$ cat src/rtl/hf_xcorr_pkg.sv
// Shared types and helpers for the HF I/Q cross-correlator and its SSP transmitter.
package hf_xcorr_pkg;

  typedef enum logic {
    TX_IDLE  = 1'b0,
    TX_SHIFT = 1'b1
  } tx_state_t;

  // Window length exponent: half-period, times two, times cycles per window.
  function automatic int calc_log2n(input int half_log2, input int cyc_log2);
    return half_log2 + 1 + cyc_log2;
  endfunction

  // Accumulator width large enough for N full-scale samples of either sign.
  function automatic int calc_acc_w(input int adc_w, input int log2n);
    return adc_w + log2n + 1;
  endfunction

  // Serial word carries I then Q.
  function automatic int calc_word_w(input int out_w);
    return 2 * out_w;
  endfunction

  // Square-wave reference: negative while the half-period bit of the phase is set.
  function automatic logic ref_neg(input logic [31:0] phase, input int half_log2);
    return ((phase >> half_log2) & 32'd1) != 32'd0;
  endfunction

  // Saturate a signed value into the signed range of out_w bits.
  function automatic logic signed [31:0] sat(input logic signed [63:0] v, input int out_w);
    logic signed [63:0] hi;
    logic signed [63:0] lo;
    hi = (64'sd1 <<< (out_w - 1)) - 64'sd1;
    lo = -(64'sd1 <<< (out_w - 1));
    if (v > hi) begin
      return 32'(hi);
    end else if (v < lo) begin
      return 32'(lo);
    end
    return 32'(v);
  endfunction

endpackage

$ cat src/rtl/hf_xcorr_ssp_master_tx.sv
// SSP master transmitter: pops a word via valid/ready, shifts it out MSB-first
// with a divided serial clock, and flags the first bit period with ssp_frame.
module hf_xcorr_ssp_master_tx
  import hf_xcorr_pkg::*;
#(
  parameter int WORD_W  = 16,
  parameter int SCK_DIV = 2
) (
  input  logic              clk,
  input  logic              rst_n,
  input  logic              data_valid,
  input  logic [WORD_W-1:0] data,
  output logic              data_ready,
  output logic              ssp_clk,
  output logic              ssp_frame,
  output logic              ssp_din
);

  localparam int DIV_W = (SCK_DIV > 1) ? $clog2(SCK_DIV) : 1;
  localparam int BIT_W = $clog2(WORD_W);
  localparam logic [DIV_W-1:0] DIV_LAST = DIV_W'(SCK_DIV - 1);
  localparam logic [BIT_W-1:0] BIT_LAST = BIT_W'(WORD_W - 1);

  tx_state_t         state_reg, state_next;
  logic              sck_reg, sck_next;
  logic              frame_reg, frame_next;
  logic [WORD_W-1:0] shreg_reg, shreg_next;
  logic [DIV_W-1:0]  div_reg, div_next;
  logic [BIT_W-1:0]  bit_reg, bit_next;

  // State register; reset forces the serial lines low at once.
  always_ff @(posedge clk or negedge rst_n) begin
    if (!rst_n) begin
      state_reg <= TX_IDLE;
      sck_reg   <= 1'b0;
      frame_reg <= 1'b0;
      shreg_reg <= '0;
      div_reg   <= '0;
      bit_reg   <= '0;
    end else begin
      state_reg <= state_next;
      sck_reg   <= sck_next;
      frame_reg <= frame_next;
      shreg_reg <= shreg_next;
      div_reg   <= div_next;
      bit_reg   <= bit_next;
    end
  end

  // Bit period is SCK_DIV low then SCK_DIV high; data moves only at the falling edge,
  // where the next word may be taken directly so words run back to back.
  always_comb begin
    state_next = state_reg;
    sck_next   = sck_reg;
    frame_next = frame_reg;
    shreg_next = shreg_reg;
    div_next   = div_reg;
    bit_next   = bit_reg;
    data_ready = 1'b0;
    case (state_reg)
      TX_IDLE: begin
        data_ready = 1'b1;
        if (data_valid) begin
          state_next = TX_SHIFT;
          shreg_next = data;
          frame_next = 1'b1;
          sck_next   = 1'b0;
          div_next   = '0;
          bit_next   = '0;
        end
      end
      TX_SHIFT: begin
        if (div_reg == DIV_LAST) begin
          div_next = '0;
          if (!sck_reg) begin
            sck_next = 1'b1;
          end else begin
            sck_next   = 1'b0;
            frame_next = 1'b0;
            if (bit_reg == BIT_LAST) begin
              data_ready = 1'b1;
              bit_next   = '0;
              if (data_valid) begin
                shreg_next = data;
                frame_next = 1'b1;
              end else begin
                state_next = TX_IDLE;
                shreg_next = '0;
              end
            end else begin
              bit_next   = bit_reg + BIT_W'(1);
              shreg_next = {shreg_reg[WORD_W-2:0], 1'b0};
            end
          end
        end else begin
          div_next = div_reg + DIV_W'(1);
        end
      end
      default: state_next = TX_IDLE;
    endcase
  end

  assign ssp_clk   = sck_reg;
  assign ssp_frame = frame_reg;
  assign ssp_din   = shreg_reg[WORD_W-1];

endmodule

$ cat src/rtl/hf_xcorr_ssp_master.sv
// HF reader-mode BPSK I/Q correlator: phase counters, I/Q accumulators, AM hysteresis,
// result FIFO, feeding an SSP master transmitter. Single clock, sample_en paced.
module hf_xcorr_ssp_master
  import hf_xcorr_pkg::*;
#(
  parameter int ADC_W      = 8,
  parameter int HALF_LOG2  = 3,
  parameter int CYC_LOG2   = 2,
  parameter int OUT_W      = 8,
  parameter int OUT_SHIFT  = 6,
  parameter int SCK_DIV    = 2,
  parameter int FIFO_DEPTH = 2,
  parameter int HYST_TMO   = 4095
) (
  input  logic             ck_1356meg,
  input  logic             rst_n,
  input  logic             enable,
  input  logic             sample_en,
  input  logic [ADC_W-1:0] adc_d,
  input  logic             snoop,
  input  logic             ovr_clr,
  output logic             ssp_clk,
  output logic             ssp_frame,
  output logic             ssp_din,
  output logic             overrun,
  output logic             hyst,
  output logic             win_done
);

  localparam int LOG2N  = calc_log2n(HALF_LOG2, CYC_LOG2);
  localparam int ACC_W  = calc_acc_w(ADC_W, LOG2N);
  localparam int WORD_W = calc_word_w(OUT_W);
  localparam int PTR_W  = $clog2(FIFO_DEPTH);
  localparam int LOW_W  = $clog2(HYST_TMO + 1);
  localparam logic [LOG2N-1:0] CNT_LAST  = '1;
  localparam logic [LOG2N-1:0] CNT_MID   = LOG2N'((1 << (LOG2N - 1)) - 1);
  localparam logic [LOG2N-1:0] QCNT_INIT = LOG2N'(1 << (HALF_LOG2 - 1));
  localparam logic [LOW_W-1:0] LOW_LAST  = LOW_W'(HYST_TMO - 1);
  localparam logic [PTR_W:0]   PTR_ONE   = 1;
  localparam logic [PTR_W:0]   FULL_XOR  = {1'b1, {PTR_W{1'b0}}};

  logic [LOG2N-1:0]        cnt_reg, qcnt_reg;
  logic signed [ACC_W-1:0] acc_i_reg, acc_q_reg;
  logic                    hyst_reg, snap_i_reg;
  logic [LOW_W-1:0]        low_reg;
  logic                    push_reg, overrun_reg;
  logic [WORD_W-1:0]       word_reg;
  logic [WORD_W-1:0]       fifo_mem [FIFO_DEPTH];
  logic [PTR_W:0]          wr_ptr_reg, rd_ptr_reg;

  logic signed [ACC_W-1:0] adc_ext, acc_i_sum, acc_q_sum, i_shift, q_shift;
  logic signed [63:0]      i_wide, q_wide;
  logic [OUT_W-1:0]        i_res, q_res;
  logic                    win_end, hyst_after;
  logic                    fifo_full, fifo_empty, pop, push_ok, tx_ready;

  // Correlate the current sample and form the saturated result for a window end.
  always_comb begin
    adc_ext   = ACC_W'($signed({1'b0, adc_d}));
    acc_i_sum = ref_neg(32'(cnt_reg), HALF_LOG2) ? acc_i_reg - adc_ext : acc_i_reg + adc_ext;
    acc_q_sum = ref_neg(32'(qcnt_reg), HALF_LOG2) ? acc_q_reg - adc_ext : acc_q_reg + adc_ext;
    i_shift   = acc_i_sum >>> OUT_SHIFT;
    q_shift   = acc_q_sum >>> OUT_SHIFT;
    i_wide    = 64'(i_shift);
    q_wide    = 64'(q_shift);
    i_res     = OUT_W'(sat(i_wide, OUT_W));
    q_res     = OUT_W'(sat(q_wide, OUT_W));
    if (snoop) begin
      i_res[0] = snap_i_reg;
      q_res[0] = hyst_reg;
    end
    win_end = sample_en && enable && (cnt_reg == CNT_LAST);
  end

  // Phase counters and accumulators; held at their start values while disabled.
  always_ff @(posedge ck_1356meg or negedge rst_n) begin
    if (!rst_n) begin
      cnt_reg    <= '0;
      qcnt_reg   <= QCNT_INIT;
      acc_i_reg  <= '0;
      acc_q_reg  <= '0;
      snap_i_reg <= 1'b0;
    end else if (!enable) begin
      cnt_reg   <= '0;
      qcnt_reg  <= QCNT_INIT;
      acc_i_reg <= '0;
      acc_q_reg <= '0;
    end else if (sample_en) begin
      if (cnt_reg == CNT_MID) begin
        snap_i_reg <= hyst_reg;
      end
      if (cnt_reg == CNT_LAST) begin
        cnt_reg   <= '0;
        qcnt_reg  <= QCNT_INIT;
        acc_i_reg <= '0;
        acc_q_reg <= '0;
      end else begin
        cnt_reg   <= cnt_reg + LOG2N'(1);
        qcnt_reg  <= qcnt_reg + LOG2N'(1);
        acc_i_reg <= acc_i_sum;
        acc_q_reg <= acc_q_sum;
      end
    end
  end

  // Register the window result; its valid strobe doubles as win_done and the FIFO push.
  always_ff @(posedge ck_1356meg or negedge rst_n) begin
    if (!rst_n) begin
      push_reg <= 1'b0;
      word_reg <= '0;
    end else begin
      push_reg <= win_end;
      if (win_end) begin
        word_reg <= {i_res, q_res};
      end
    end
  end

  // Rail samples set the AM state directly; a long run of low state times out to high.
  always_comb begin
    hyst_after = hyst_reg;
    if (&adc_d) begin
      hyst_after = 1'b1;
    end else if (~|adc_d) begin
      hyst_after = 1'b0;
    end
  end

  // Hysteresis state and its low-time counter.
  always_ff @(posedge ck_1356meg or negedge rst_n) begin
    if (!rst_n) begin
      hyst_reg <= 1'b0;
      low_reg  <= '0;
    end else if (sample_en) begin
      if (hyst_after) begin
        hyst_reg <= 1'b1;
        low_reg  <= '0;
      end else if (low_reg == LOW_LAST) begin
        hyst_reg <= 1'b1;
        low_reg  <= '0;
      end else begin
        hyst_reg <= 1'b0;
        low_reg  <= low_reg + LOW_W'(1);
      end
    end
  end

  assign fifo_empty = (wr_ptr_reg == rd_ptr_reg);
  assign fifo_full  = ((wr_ptr_reg ^ rd_ptr_reg) == FULL_XOR);
  assign pop        = tx_ready && !fifo_empty;
  assign push_ok    = push_reg && (!fifo_full || pop);

  // FIFO pointers and the sticky overrun flag (a drop beats a same-cycle clear).
  always_ff @(posedge ck_1356meg or negedge rst_n) begin
    if (!rst_n) begin
      wr_ptr_reg  <= '0;
      rd_ptr_reg  <= '0;
      overrun_reg <= 1'b0;
    end else begin
      if (push_ok) begin
        wr_ptr_reg <= wr_ptr_reg + PTR_ONE;
      end
      if (pop) begin
        rd_ptr_reg <= rd_ptr_reg + PTR_ONE;
      end
      if (push_reg && !push_ok) begin
        overrun_reg <= 1'b1;
      end else if (ovr_clr) begin
        overrun_reg <= 1'b0;
      end
    end
  end

  // FIFO storage; contents are meaningful only between the pointers.
  always_ff @(posedge ck_1356meg) begin
    if (push_ok) begin
      fifo_mem[wr_ptr_reg[PTR_W-1:0]] <= word_reg;
    end
  end

  hf_xcorr_ssp_master_tx #(
    .WORD_W  (WORD_W),
    .SCK_DIV (SCK_DIV)
  ) u_tx (
    .clk        (ck_1356meg),
    .rst_n      (rst_n),
    .data_valid (!fifo_empty),
    .data       (fifo_mem[rd_ptr_reg[PTR_W-1:0]]),
    .data_ready (tx_ready),
    .ssp_clk    (ssp_clk),
    .ssp_frame  (ssp_frame),
    .ssp_din    (ssp_din)
  );

  assign overrun  = overrun_reg;
  assign hyst     = hyst_reg;
  assign win_done = push_reg;

endmodule

$ cat config.mk
export PLATFORM = sky130hd
export DESIGN_NAME = hf_xcorr_ssp_master
export DESIGN_NICKNAME = d
export VERILOG_FILES = /design/src/rtl/hf_xcorr_pkg.sv /design/src/rtl/hf_xcorr_ssp_master_tx.sv /design/src/rtl/hf_xcorr_ssp_master.sv
export SDC_FILE = /design/constraint.sdc
export NUM_CORES = 1
export LEC_CHECK = 0
export BUFFER_PORTS_ARGS = -buffer_cell sky130_fd_sc_hd__buf_2
export CORE_MARGIN = 4
export CORE_UTILIZATION = 30
export CTS_BUF_LIST = sky130_fd_sc_hd__clkbuf_16
export DETAILED_ROUTE_END_ITERATION = 8
export PLACE_DENSITY = 0.54
export SLEW_MARGIN = 20
export SYNTH_ARGS = -nofsm -noshare
export SYNTH_HDL_FRONTEND = slang
export SYNTH_SLANG_ARGS = --single-unit
$ cat constraint.sdc
create_clock -name ck_1356meg -period 4.29 [get_ports ck_1356meg]
set_input_delay 0.2145 -clock ck_1356meg [delete_from_list [all_inputs] [get_ports ck_1356meg]]
set_output_delay 0.2145 -clock ck_1356meg [all_outputs]
set_load 0.02 [all_outputs]
==> results of run 1 <==
[logic make-up (layout without fill, tap and decap cells)]
group	after synthesis	in the layout	share of synthesized area, %
AOI/OAI and AO/OA	203	203	18.3
DFF	132	132	48.5
buffers and inverters	49	86	2.57
muxes	23	23	3.24
xor gates and xnor gates	51	51	6.72
and+or+nand+nor	215	215	13.8
adders and majority gates	39	39	6.98
[cell usage in the layout, fill, tap and decap left out, types with 8 or more instances in the layout]
cell,n
nor2_1,64
edfxtp_1,32
clkbuf_16,17
inv_1,23
mux2i_1,22
o31ai_1,10
ha_1,35
buf_2,18
nand4_1,9
nand3_1,11
nand2_1,80
and3_1,8
xor2_1,16
a22o_1,18
a21oi_1,42
o21a_1,10
o21ai_0,66
dfrtp_1,99
buf_4,11
nor3_1,12
xnor2_1,32
a211oi_1,9
or2_2,10
[layout make-up]
| class | instances | area, µm² |
|---|---|---|
| fill | 2381 | 15200 |
| timing repair buffer | 32 | 203 |
| multi-input combinational | 531 | 3510 |
| inverter | 22 | 82.6 |
| clock buffer | 17 | 425 |
| clock inverter | 15 | 178 |
| sequential | 132 | 3460 |
| tap | 319 | 399 |
[report_power, final]
group	internal (W)	leakage [nW]	switching [W]	total, W
clock network	0.000918	0.295	0.000585	0.00150
registers	0.00132	1.59	0.0000229	0.00134
logic	0.000176	1.63	0.000250	0.000426
[how the worst max path moves through the flow]
stage,from,depth (start not counted),slack (ns),end
after floorplan,adc_d[0],14,0.83,word_reg[12]
after global placement,adc_d[0],14,0.46,word_reg[10]
after detailed placement,adc_d[0],14,0.42,word_reg[12]
after CTS,adc_d[0],14,0.86,word_reg[12]
after global routing,adc_d[0],14,0.52,word_reg[12]
final,adc_d[0],14,0.82,word_reg[12]
[routing by layer]
| metal | up-vias | GRT usage, % |
|---|---|---|
| met2 | 55 | 17.7 |
| met3 | 11 | 2.81 |
| li1 | 2615 | - |
| met4 | 0 | 3.42 |
| met1 | 2420 | 17.2 |
| met5 | - | 0 |
[through the flow]
step	std cells	hold slack (ns)	worst slack, ns	area (µm²)	utilization, %
6_report	1068	0.107	0.823	8260	35.2
3_5_place_dp	1033	0.423	0.424	7630	32.5
4_1_cts	1068	0.0938	0.862	8260	35.2
2_1_floorplan	712	-0.0811	0.832	7150	-
3_3_place_gp	1033	0.416	0.455	7630	32.5
5_1_grt	1068	0.114	0.518	8260	35.2
[synthesized netlist by cell type, drive strengths merged (8+ instances only)]
cell type,number
a211oi,9
a21oi,42
a22o,18
and3,8
clkbuf,25
dfrtp,99
edfxtp,32
ha,35
inv,22
mux2i,22
nand2,80
nand3,11
nand4,9
nor2,64
nor3,12
o21a,10
o21ai,68
o31ai,11
or2,11
xnor2,34
xor2,17
[tightest hold or removal path: stages]
cell and delay (ns):
buf_2 0.10, nor2_1 0.06, a21oi_1 0.11
==> results_dict.tcl, run 1 <==
set metrics [dict create \
    antenna_found_initial 0 \
    place.gp.congestion 0.838 \
    tns_ns 0 \
    status "completed" \
    ctsHoldBuffers 3 \
    min_period_ns 3.47 \
    crit_type "in2reg" \
    synth_edf_count 32 \
    vias 5101 \
    p_per_area_nw_per_um2 396 \
    yosys_most_used_dff "dfrtp_1" \
    track_usage_pct 11.9 \
    drc 0 \
    synth_warnings 0 \
    post_drt_wl_per_cell_um 14.0 \
    finalNetCount 787 \
    vdd_ir_drop_max_mv 0.257 \
    post_cts_buffers 0 \
    clk_pin_slew_ns 0.06 \
    cts_resized 0 \
    htree_levels 4 \
    syn2layout_area_growth_pct 15.5 \
    core-area_um2 23500 \
    initialDrtViolationCount 238 \
    finalPower_w 0.00327 \
    arrival_ns 3.76 \
    ff2ff_path_depth 10 \
    io_buffers 19 \
    worst_hold_path.endpoint "word_reg[8]" \
    grt_pass1_vias 5005 \
    critical_path_required_ns 4.58 \
    tritoncts "done" \
    met1_length_um 7820 \
    fin_crit_sh_pct 80.8 \
    hold_path_class "in2reg" \
    num_io_pins 20 \
    die_h_um 162 \
    worstReg2RegStart "cnt_reg[3]" \
    cp_max_fo 5 \
    fin_skew_ns 0.00757 \
    slew_headroom_pct 36.3 \
    clkSinkCount 132 \
    dr.pass1.iters 4 \
    routed_via_density 4.78 \
    synth_area_leaders "dfrtp_1 35%, edfxtp_1 13%, ha_1 6.1%" \
    grt_start_max_net_pins 70 \
    hold_depth 3 \
    critPathTopFamily "simple AND/OR/NAND/NOR gates" \
    syn_area_per_cell_um2 10.0 \
    hpwl_um 10200 \
    die_w_um 162 \
    rows 56 \
    ys_ff_latch 132 \
    cp_cell_sequence "buf_2 -> inv_1 -> ha_1 -> or4b_4 -> nor2_1 -> nor2_1 -> xnor2_1 -> ha_1 -> a211o_1 -> o311ai_1 -> o21ai_0 -> a221oi_1 -> nor3_1 -> or3_1" \
    synth_top_area_cell "dfrtp_1" \
    critPathLaunchType "input pin" \
    crit_buf_inv 2 \
    start_util_pct 30.5 \
    routed_wirelength_um 15000 \
    hold_viol_final 0 \
    async_reset_ff_share_pct 75.8 \
    grt_pass1_wl_um 25300 \
    yosysUniqueCellTypes 59 \
    rsz0062_at_grt "false" \
    crit_path_top_delay_cell "or4b_4" \
    detail-route-antenna-nets 0 \
    cts_made_buffers 17 \
    root_buffer "clkbuf_16" \
    insertedDiodeCount 0 \
    cts_buffer_depth 2 \
    syn-num-nets 763 \
    syn_inst 712 \
    min_from "snoop" \
    max_freq_mhz 288 \
    maxSlewViolCount 0 \
    crit_path_end_kind "register" \
    cap_violations 0 \
    top_layer "met4" \
    dr_wl_met3_um 364 \
    layout-drive-gt1-share_pct 10.9 \
    yosysSeqAreaShare_pct 48.5 \
    p_leak_nw 3.52 \
    synthDominantCellAreaShare_pct 34.7 \
    syn_area_um2 7150 \
    finalSetupViolCount 0 \
    clock_latency_ns 0.42 \
    largest_reg_flops 32 \
    dr_wl_met2_um 6650 \
    grt_overflow 0 \
    ff2ff_setup_slack_ns 0.91 \
    tightestPinTransition_ns 0.956 \
    crit_path_max_incr_delay_ns 0.52 \
    r2r-end "word_reg[12]" \
    die_area_um2 26400 \
]
(Power assumes the default switching activity.)
==> inputs of run 2 (changes only) <==
- PLACE_DENSITY: 0.54 -> 0.56
- clock period: 4.29 -> 2.9 ns (I/O delays scaled with it)
==> results_dict.tcl, run 2 (synthesis gave the netlist of run 1 again) <==
set metrics [dict create \
    hold_viol_final 0 \
    critical_path_required_ns 3.20 \
    grt_start_max_net_pins 72 \
    ff2ff_path_depth 13 \
    track_usage_pct 13.2 \
    clkSinkCount 132 \
    die_w_um 162 \
    layout-drive-gt1-share_pct 30.2 \
    n_fill_cell 2250 \
    antenna_found_initial 0 \
    arrival_ns 3.30 \
    detail-route-antenna-nets 0 \
    htree_levels 4 \
    cp_max_fo 8 \
    largest_reg_flops 32 \
    grt_pass1_wl_um 28400 \
    start_util_pct 30.5 \
    p_leak_nw 4.16 \
    hold_depth 3 \
    crit_type "reg2reg" \
    place.gp.congestion 0.849 \
    worst_hold_path.endpoint "word_reg[8]" \
    vias 5684 \
    crit_path_top_delay_cell "dfrtp_2" \
    grt_overflow 0 \
    layout_common_cells "117 x buf_4, 97 x dfrtp_1, 79 x nand2_1" \
    io_buffers 19 \
    finalNetCount 903 \
    fin_crit_sh_pct 103 \
    root_buffer "clkbuf_16" \
    clk_pin_slew_ns 0.07 \
    tritoncts "done" \
    hold_path_class "in2reg" \
    routed_wirelength_um 16600 \
    slew_headroom_pct 46.4 \
    finalSetupViolCount 9 \
    critPathLaunchType "register" \
    worstReg2RegStart "cnt_reg[3]" \
    final_core_util_pct 41.0 \
    violations "setup timing" \
    rsz0062_at_grt "true" \
    maxSlewViolCount 0 \
    die_area_um2 26400 \
    clock_latency_ns 0.42 \
    dp_slack_ns -0.662 \
    syn2layout_area_growth_pct 34.5 \
    r2r-end "word_reg[12]" \
    core-area_um2 23500 \
    hpwl_um 11400 \
    ff2ff_setup_slack_ns -0.1 \
    crit_path_end_kind "register" \
    cap_violations 0 \
    final_common_cell "buf_4" \
    dr.pass1.iters 4 \
    grt_pass1_vias 5807 \
    cts_made_buffers 17 \
    insertedDiodeCount 0 \
    initialDrtViolationCount 236 \
    routed_via_density 4.80 \
    vdd_ir_drop_max_mv 0.318 \
    crit_path_max_incr_delay_ns 0.48 \
    fin_skew_ns 0.00896 \
    cts_buffer_depth 2 \
    min_from "snoop" \
    drc 0 \
    die_h_um 162 \
    rows 56 \
    min_period_ns 3.00 \
    tightestPinTransition_ns 0.804 \
    cp_cell_sequence "buf_6 -> mux2i_4 -> ha_4 -> nor2b_4 -> o31a_1 -> o311ai_4 -> buf_4 -> o22a_1 -> a221oi_2 -> buf_4 -> buf_6 -> o21ai_1 -> or3_1" \
    p_per_area_nw_per_um2 537 \
    status "finished, violations left" \
    num_io_pins 20 \
    fin_ws_ns -0.0967 \
    holdWs_ns 0.0339 \
    post_drt_wl_per_cell_um 14.1 \
    max_freq_mhz 334 \
]
## run 2: cell count changes in the layout (fill, tap and decap cells not counted), sizes merged
cell / change
clkbuf: +1
buf: +115
inv: +5
clkinv: -4
bufinv: -1
## run 2: cell type report
| cell class | count | area, µm² | share of cell area (%) |
|---|---|---|---|
| Timing Repair Buffer | 148 | 1130 | 11.8 |
| Sequential cell | 132 | 3470 | 36.0 |
| Multi-Input combinational cell | 531 | 3910 | 40.6 |
| Inverter | 22 | 100 | 1.04 |
| Clock buffer | 17 | 425 | 4.42 |
| Tap cell | 319 | 399 | 4.15 |
| Clock inverter | 15 | 184 | 1.91 |
## run 2: worst max path at each step
stage	slack (ns)	cells past startpoint	startpoint	end
global route	-0.19	18	adc_d[1]	word_reg[10]
CTS	-0.05	13	cnt_reg[3]	word_reg[12]
global placement	-0.62	17	adc_d[1]	word_reg[11]
floorplan	-0.32	14	adc_d[1]	word_reg[12]
detailed placement	-0.66	17	adc_d[1]	word_reg[11]
finish	-0.1	13	cnt_reg[3]	word_reg[12]
## run 2: per-layer routing
layer / routed length [µm] / track usage, % / part of all wire, %
met5: 0 / 0 / 0
met3: 444 / 2.94 / 2.7
met2: 7770 / 21.4 / 47
met4: 227 / 3.61 / 1.4
met1: 8210 / 17.8 / 49
## run 2: power by group
part / internal, W / switching (W)
logic: 0.000465 / 0.000467
clock network: 0.00131 / 0.000945
registers: 0.00195 / 0.0000367
## run 2: timing repair
item,in CTS,in global routing
setup endpoints to repair,15,19
pin swaps,22,18
hold buffers,3,0
gates cloned,0,0
gates resized for setup,49,34
hold endpoints to repair,32,0
buffers inserted,4,9
## run 2: critical path: cells and delay by family, from the launching register on
kind / cells / cell delay, ns
fa+ha+maj: 1 / 0.27
flops: 1 / 0.48
simple gates: 2 / 0.43
buf+inv: 4 / 0.61
mux: 1 / 0.19
compound gates: 5 / 0.88
## run 2: per-stage QoR
step	power, W	area [µm²]	cells	setup TNS [ns]
after floorplan	0.00248	7220	712	-2.57
after global routing	0.00540	9620	1184	-1.92
after CTS	0.00516	9390	1175	-0.235
after detailed placement	0.00284	8480	1136	-12.65
final	0.00517	9620	1184	-0.503
after global placement	0.00283	8480	1136	-11.39
